<file path="src/rtl/nn_sequencer.sv">
// Instruction sequencer for the NN accelerator: fetches repeat-counted instructions
// and drives registered per-cycle control for the MAC array, serializer and memories.
module nn_sequencer #(
  parameter int INST_WIDTH     = 32,
  parameter int INST_MEM_DEPTH = 8,
  parameter int NU_COUNT       = 8,
  parameter int XY_MEM_DEPTH   = 10,
  parameter int W_MEM_DEPTH    = 10
) (
  input  logic                      clk,
  input  logic                      reset,
  input  logic                      start,
  input  logic [INST_MEM_DEPTH-1:0] start_pc,
  output logic                      busy,
  output logic                      done,
  output logic [INST_MEM_DEPTH-1:0] inst_addr,
  input  logic [INST_WIDTH-1:0]     inst_data,
  output logic [NU_COUNT-1:0]       mac_reg_enable,
  output logic                      mac_acc_loopback,
  output logic                      mac_x_select,
  output logic                      mac_w_select,
  output logic                      serializer_update,
  output logic                      act_input_select,
  output logic                      xy_acc_loopback,
  output logic [XY_MEM_DEPTH-1:0]   xy_read_addr,
  output logic [XY_MEM_DEPTH-1:0]   xy_write_addr,
  output logic                      xy_write_enable,
  output logic [W_MEM_DEPTH-1:0]    w_read_addr,
  output logic [W_MEM_DEPTH-1:0]    w_write_addr,
  output logic                      w_write_enable
);

  localparam logic [3:0] OP_MATMUL     = 4'h1;
  localparam logic [3:0] OP_ACCMOV     = 4'h2;
  localparam logic [3:0] OP_LOADMAC    = 4'h3;
  localparam logic [3:0] OP_MATMULT    = 4'h4;
  localparam logic [3:0] OP_VECTTOMAT  = 4'h5;
  localparam logic [3:0] OP_WCONSTPROD = 4'h6;
  localparam logic [3:0] OP_WACC       = 4'h7;
  localparam logic [3:0] OP_HALT       = 4'hF;

  typedef enum logic [2:0] {ST_IDLE, ST_FETCH, ST_DECODE, ST_EXEC, ST_DONE} state_e;

  typedef struct packed {
    logic [NU_COUNT-1:0]     mac_reg_enable;
    logic                    mac_acc_loopback;
    logic                    mac_x_select;
    logic                    mac_w_select;
    logic                    serializer_update;
    logic                    act_input_select;
    logic                    xy_acc_loopback;
    logic [XY_MEM_DEPTH-1:0] xy_read_addr;
    logic [XY_MEM_DEPTH-1:0] xy_write_addr;
    logic                    xy_write_enable;
    logic [W_MEM_DEPTH-1:0]  w_read_addr;
    logic [W_MEM_DEPTH-1:0]  w_write_addr;
    logic                    w_write_enable;
  } ctl_t;

  state_e                    r_state, w_state_next;
  logic [INST_MEM_DEPTH-1:0] r_pc, w_pc_next;
  logic [3:0]                r_op, w_op_next;
  logic [11:0]               r_count, w_count_next;
  logic [11:0]               r_i, w_i_next;
  logic [15:0]               r_operand, w_operand_next;
  logic                      r_done;
  ctl_t                      r_ctl, w_ctl, w_exec;
  logic [16:0]               w_sum;
  logic [16:0]               w_mac_sel;

  // NOTE: every variable gets a default before the case so no path leaves it unassigned (no latch).
  always_comb begin
    w_state_next   = r_state;
    w_pc_next      = r_pc;
    w_op_next      = r_op;
    w_count_next   = r_count;
    w_operand_next = r_operand;
    w_i_next       = r_i;
    case (r_state)
      ST_IDLE: if (start) begin
        w_pc_next    = start_pc;
        w_state_next = ST_FETCH;
      end
      ST_FETCH:  w_state_next = ST_DECODE;
      ST_DECODE: begin
        w_op_next      = inst_data[INST_WIDTH-1 -: 4];
        w_count_next   = inst_data[INST_WIDTH-5 -: 12];
        w_operand_next = inst_data[15:0];
        w_i_next       = '0;
        w_state_next   = (inst_data[INST_WIDTH-1 -: 4] == OP_HALT) ? ST_DONE : ST_EXEC;
      end
      ST_EXEC: begin
        if (r_i == r_count) begin
          w_pc_next    = r_pc + INST_MEM_DEPTH'(1);
          w_state_next = ST_FETCH;
        end else begin
          w_i_next = r_i + 12'd1;
        end
      end
      ST_DONE: w_state_next = ST_IDLE;
      default: w_state_next = ST_IDLE;
    endcase
  end

  // Outputs are computed from next-cycle values so the registered controls line up with EXEC.
  assign w_sum     = {1'b0, w_operand_next} + 17'(w_i_next);
  assign w_mac_sel = w_sum % 17'(NU_COUNT);

  always_comb begin
    w_exec = '0;
    case (w_op_next)
      OP_MATMUL: begin
        w_exec.mac_x_select      = 1'b1;
        w_exec.mac_w_select      = 1'b1;
        w_exec.serializer_update = 1'b1;
        w_exec.xy_read_addr      = XY_MEM_DEPTH'(w_sum);
        w_exec.w_read_addr       = W_MEM_DEPTH'(w_i_next);
        w_exec.mac_acc_loopback  = (w_i_next != '0);
      end
      OP_ACCMOV: begin
        w_exec.act_input_select = 1'b1;
        w_exec.xy_write_enable  = 1'b1;
        w_exec.xy_write_addr    = XY_MEM_DEPTH'(w_sum);
      end
      OP_LOADMAC: begin
        w_exec.mac_reg_enable = NU_COUNT'(1) << w_mac_sel;
        w_exec.w_read_addr    = W_MEM_DEPTH'(w_i_next);
      end
      OP_MATMULT: begin
        w_exec.mac_w_select    = 1'b1;
        w_exec.xy_write_enable = 1'b1;
        w_exec.xy_write_addr   = XY_MEM_DEPTH'(w_sum);
        w_exec.xy_acc_loopback = 1'b1;
      end
      OP_VECTTOMAT, OP_WCONSTPROD, OP_WACC: begin
        w_exec.xy_read_addr   = XY_MEM_DEPTH'(w_i_next);
        w_exec.w_write_enable = 1'b1;
        w_exec.w_write_addr   = W_MEM_DEPTH'(w_sum);
        if (w_op_next != OP_VECTTOMAT) begin
          w_exec.mac_x_select = 1'b1;
          w_exec.mac_w_select = 1'b1;
        end
        if (w_op_next == OP_WACC) begin
          w_exec.mac_acc_loopback = 1'b1;
          w_exec.xy_read_addr     = '0;
        end
      end
      default: w_exec = '0;
    endcase

    // Outside EXEC the strobes drop but addresses hold their last value.
    w_ctl                   = '0;
    w_ctl.xy_read_addr      = r_ctl.xy_read_addr;
    w_ctl.xy_write_addr     = r_ctl.xy_write_addr;
    w_ctl.w_read_addr       = r_ctl.w_read_addr;
    w_ctl.w_write_addr      = r_ctl.w_write_addr;
    if (w_state_next == ST_EXEC) w_ctl = w_exec;
  end

  // NOTE: sequential state uses non-blocking assignments so all registers update together.
  always_ff @(posedge clk) begin
    if (reset) begin
      r_state   <= ST_IDLE;
      r_pc      <= '0;
      r_op      <= '0;
      r_count   <= '0;
      r_operand <= '0;
      r_i       <= '0;
      r_done    <= 1'b0;
      r_ctl     <= '0;
    end else begin
      r_state   <= w_state_next;
      r_pc      <= w_pc_next;
      r_op      <= w_op_next;
      r_count   <= w_count_next;
      r_operand <= w_operand_next;
      r_i       <= w_i_next;
      r_done    <= (r_state == ST_DONE);
      r_ctl     <= w_ctl;
    end
  end

  assign busy              = (r_state != ST_IDLE);
  assign done              = r_done;
  assign inst_addr         = r_pc;
  assign mac_reg_enable    = r_ctl.mac_reg_enable;
  assign mac_acc_loopback  = r_ctl.mac_acc_loopback;
  assign mac_x_select      = r_ctl.mac_x_select;
  assign mac_w_select      = r_ctl.mac_w_select;
  assign serializer_update = r_ctl.serializer_update;
  assign act_input_select  = r_ctl.act_input_select;
  assign xy_acc_loopback   = r_ctl.xy_acc_loopback;
  assign xy_read_addr      = r_ctl.xy_read_addr;
  assign xy_write_addr     = r_ctl.xy_write_addr;
  assign xy_write_enable   = r_ctl.xy_write_enable;
  assign w_read_addr       = r_ctl.w_read_addr;
  assign w_write_addr      = r_ctl.w_write_addr;
  assign w_write_enable    = r_ctl.w_write_enable;

endmodule

</file>
<file path="config.mk">
export PLATFORM = sky130hd
export DESIGN_NAME = nn_sequencer
export DESIGN_NICKNAME = d
export VERILOG_FILES = /design/src/rtl/nn_sequencer.sv
export SDC_FILE = /design/constraint.sdc
export NUM_CORES = 1
export LEC_CHECK = 0
export ABC_AREA = 1
export BUFFER_PORTS_ARGS = -buffer_cell sky130_fd_sc_hd__clkbuf_2
export CORE_MARGIN = 1.5
export CORE_UTILIZATION = 45
export CTS_CLUSTER_DIAMETER = 60
export CTS_CLUSTER_SIZE = 16
export DETAILED_ROUTE_END_ITERATION = 10
export PLACE_DENSITY_LB_ADDON = 0.25
export SYNTH_ARGS = -nofsm -noshare
export SYNTH_HDL_FRONTEND = slang
export SYNTH_SLANG_ARGS = --single-unit
</file>
<file path="constraint.sdc">
create_clock -name clk -period 2.9 [get_ports clk]
set_clock_uncertainty 0.2 [all_clocks]
set_input_delay 0.145 -clock clk [delete_from_list [all_inputs] [get_ports clk]]
set_output_delay 0.145 -clock clk [all_outputs]
set_load 0.005 [all_outputs]
</file>
==> Flow_metrics.wiki <==
{| class="wikitable"
! Metric !! Value
|-
| Run status || finished, violations left
|-
| Violated checks || negative setup slack
|-
| Share of post-route cells with drive strength above 1 || 39.32%
|-
| Drt drc || 0
|-
| Commonest non-fill, non-tap cells in the layout || sky130_fd_sc_hd__nand2_1 (120), sky130_fd_sc_hd__buf_4 (104), sky130_fd_sc_hd__clkbuf_2 (102)
|-
| Power density relative to cell area || 600.1 nW/µm²
|-
| Clock period minus worst slack || 3.110 ns
|-
| Max VDD drop || 0.0004917 V
|-
| Crit Path Category || reg -> reg
|-
| Max-slew headroom || 62.32%
|-
| Total clock buffers created by CTS || 9
|-
| Final worst path period share || 107.2%
|-
| Kind of start point of the critical path || register
|-
| DRC marker count from the first detailed-route iteration || 347
|-
| I/O Pins || 109
|-
| Hold Fails Final Rpt || 0
|-
| Worst-path maximum fanout || 5
|-
| Sequential area share after synthesis || 40.16%
|-
| Final total negative setup slack || -1.710 ns
|-
| Largest net degree at the start of global routing || 59
|-
| Post-route worst setup slack || -0.2098 ns
|-
| Clk buf depth || 2
|-
| Sort of element at the end of the critical path || register
|-
| Number of input and output port buffers inserted || 102
|-
| Setup-violating endpoint count in the final report || 12
|-
| Yosys synthesis warning count || 0
|-
| Area of the die || 12400 µm²
|-
| Vias in the first global route || 5464
|-
| Gate count of the mapped netlist || 704
|-
| Critical path data required time || 2.96 ns
|-
| Via-to-Cell Ratio || 5.104
|-
| Number of antenna violations at the first check in global routing || 0
|-
| Core area || 11420 µm²
|-
| Post-route insts no fill || 1089
|-
| Netlist cell types || 46
|-
| Starting Density || 46.27%
|-
| Final routed wirelength across all metal layers || 16000 µm
|-
| Global-route total usage across every layer || 25.85%
|-
| Die W || 111.4 µm
|-
| Clock Pin Slew Worst Setup and Hold Paths || 0.07 ns
|-
| Die height || 111.4 µm
|-
| First-pass GRT wire length || 25920 µm
|-
| Layout area overhead || 47.50%
|-
| TritonRoute pass-1 iters || 5
|-
| Most common library cell in the layout ignoring fill and taps || sky130_fd_sc_hd__nand2_1
|-
| Number of max-slew violations in the final report || 0
|-
| Data arrival time of the critical path || 3.17 ns
|-
| Number of flops mapped to enable cells by yosys || 0
|-
| Core Util, Final || 68.26%
|-
| Number of antenna diodes || 0
|-
| Cell Count Post-Placement || 1018
|-
| Fill cells || 995
|-
| Overflow left after global routing || 0
|-
| RSZ-0062 raised after global routing || true
|-
| Average cell area after synthesis || 7.505 µm²
|-
| Row cnt || 39
|-
| Share of synthesized registers carrying an async set or reset || 0%
|-
| Number of vias after detailed routing || 5558
|-
| Post-DP HPWL || 11640 µm
|-
| Average wire per standard cell || 14.70 µm
|-
| Tightest Pin Transition || 0.5652 ns
|-
| Number of maximum-capacitance constraint violations || 0
|-
| Final GP Congestion || 0.9113
|-
| Syn Std Cell Area || 5284 µm²
|-
| H-tree levels || 3
|-
| Maximum clock rate || 321.6 MHz
|-
| Leakage || 3.659 nW
|-
| Hold Worst Slack || 0.07232 ns
|-
| Prevailing post-synth register cell || sky130_fd_sc_hd__dfxtp_1
|-
| Path type of the worst min-delay path || in -> reg
|-
| Clock latency on the worst-skew pair || 0.35 ns
|-
| Clock tree sinks || 106
|-
| Synth Register Bits || 106
|-
| Clock tree from TritonCTS || done
|-
| Sum of internal, switching and leakage power || 4.677 mW
|-
| Net count after synthesis || 759
|-
| Number of antenna-violating nets in the routed design || 0
|-
| Clock root buffer master || sky130_fd_sc_hd__clkbuf_16
|-
| Net count reported at finish || 996
|}
-- routing by layer --
layer  vias to the layer above  GRT usage, %  share of wire, %
li1                       2805             -                 -
met1                      2566         30.82                42
met2                       155         45.24                50
met3                        32         5.825               4.7
met4                         0         10.13               3.1
met5                         -             0                 0
-- state kept, by name (all words and copies together), names as in the netlist, 3 cells and up --
name,flops
r_state,3
r_operand,10
r_op,4
xy_write_addr,10
w_read_addr,10
mac_reg_enable,8
r_i,12
w_write_addr,10
r_count,12
xy_read_addr,10
inst_addr,8
-- where the power goes --
part           total, mW  internal, mW  switching (mW)
combinational       1.76         0.778           0.982
clock               1.28         0.688           0.590
sequential          1.64          1.57          0.0696
total               4.68          3.04            1.64
-- final timing paths --
kind                    from                end  slack (ns)  cells after the start
min reg2reg  w_write_addr[4]    w_write_addr[4]        0.28                      2
max                   r_i[0]    xy_read_addr[8]       -0.21                     22
min                    reset  serializer_update        0.07                      4
max reg2reg           r_i[0]    xy_read_addr[8]       -0.21                     22
-- cell families after synthesis --
group / count (synthesis) / synth area share, %
compound gates: 142 / 16.93
flops: 106 / 40.16
xor+xnor: 16 / 2.652
buf+inv: 118 / 9.306
simple gates: 310 / 27.97
fa+ha+maj: 12 / 2.984
-- stage by stage --
step | instance area (µm²) | setup WS, ns
floorplan | 5336 | -0.02588
global placement | 6623 | -0.2408
detailed placement | 6623 | -0.2646
CTS | 7522 | -0.2133
global route | 7794 | -0.4175
finish | 7794 | -0.2098
-- synthesized netlist by cell type, types with 2 or more instances --
library cell	count	area [µm²]
sky130_fd_sc_hd__nand2_1	131	491.7
sky130_fd_sc_hd__dfxtp_1	106	2122
sky130_fd_sc_hd__inv_1	80	300.3
sky130_fd_sc_hd__nor2_1	59	221.5
sky130_fd_sc_hd__nand3_1	54	270.3
sky130_fd_sc_hd__a21oi_1	51	255.2
sky130_fd_sc_hd__o21ai_0	37	185.2
sky130_fd_sc_hd__o21ai_2	17	148.9
sky130_fd_sc_hd__clkbuf_1	16	60.06
sky130_fd_sc_hd__nor3_1	16	80.08
sky130_fd_sc_hd__or2_2	12	75.07
sky130_fd_sc_hd__ha_1	11	137.6
sky130_fd_sc_hd__xor2_1	11	96.34
sky130_fd_sc_hd__a32o_1	10	100.1
sky130_fd_sc_hd__a211oi_1	9	67.56
sky130_fd_sc_hd__inv_2	9	33.78
sky130_fd_sc_hd__nand4_1	8	50.05
sky130_fd_sc_hd__a31oi_1	6	37.54
sky130_fd_sc_hd__nor2_4	6	67.56
sky130_fd_sc_hd__nand3b_1	5	37.54
sky130_fd_sc_hd__xnor2_1	5	43.79
sky130_fd_sc_hd__buf_2	4	20.02
sky130_fd_sc_hd__nor2_2	4	25.02
sky130_fd_sc_hd__o21ai_1	4	20.02
sky130_fd_sc_hd__buf_4	3	22.52
sky130_fd_sc_hd__buf_6	3	33.78
sky130_fd_sc_hd__or2_1	3	18.77
sky130_fd_sc_hd__inv_4	2	12.51
sky130_fd_sc_hd__nand2_2	2	12.51
sky130_fd_sc_hd__nand3_2	2	20.02
sky130_fd_sc_hd__nand3_4	2	35.03
sky130_fd_sc_hd__nor4_1	2	12.51
-- area by class of cell --
| cell class | count | area (µm²) | area share [%] |
|---|---|---|---|
| multi-input cells | 480 | 2997 | 38.45 |
| flip-flops and latches | 106 | 2150 | 27.58 |
| repair buffers | 252 | 1799 | 23.09 |
| inverters | 92 | 360.3 | 4.624 |
| clock buffers | 9 | 225.2 | 2.890 |
| well taps | 143 | 178.9 | 2.296 |
| clock inverters | 7 | 83.83 | 1.076 |
-- critical path, cell delays in order, from the launching register on --
cell	delay, ns
sky130_fd_sc_hd__dfxtp_2	0.36
sky130_fd_sc_hd__inv_2	0.07
sky130_fd_sc_hd__nand2_1	0.05
sky130_fd_sc_hd__nand2_1	0.06
sky130_fd_sc_hd__nand2_1	0.06
sky130_fd_sc_hd__nor2_2	0.14
sky130_fd_sc_hd__nand3_4	0.10
sky130_fd_sc_hd__buf_12	0.14
sky130_fd_sc_hd__nand2_4	0.06
sky130_fd_sc_hd__nand2_4	0.05
sky130_fd_sc_hd__nand3_4	0.07
sky130_fd_sc_hd__inv_4	0.04
sky130_fd_sc_hd__ha_4	0.15
sky130_fd_sc_hd__fa_2	0.35
sky130_fd_sc_hd__a21oi_2	0.17
sky130_fd_sc_hd__o21bai_2	0.13
sky130_fd_sc_hd__buf_4	0.16
sky130_fd_sc_hd__nand2_4	0.07
sky130_fd_sc_hd__o311ai_4	0.10
sky130_fd_sc_hd__xnor2_2	0.19
sky130_fd_sc_hd__o221ai_1	0.13
sky130_fd_sc_hd__nand2_1	0.09
sky130_fd_sc_hd__inv_1	0.04
-- timing repair --
action | in CTS | in global routing
hold buffers | 36 | 0
endpoints found under the setup margin | 19 | 32
gates resized for setup | 39 | 52
pin swaps | 29 | 41
endpoints found under the hold margin | 37 | 0
buffers inserted | 13 | 7
No activity file was read; power rests on OpenSTA's default activity.
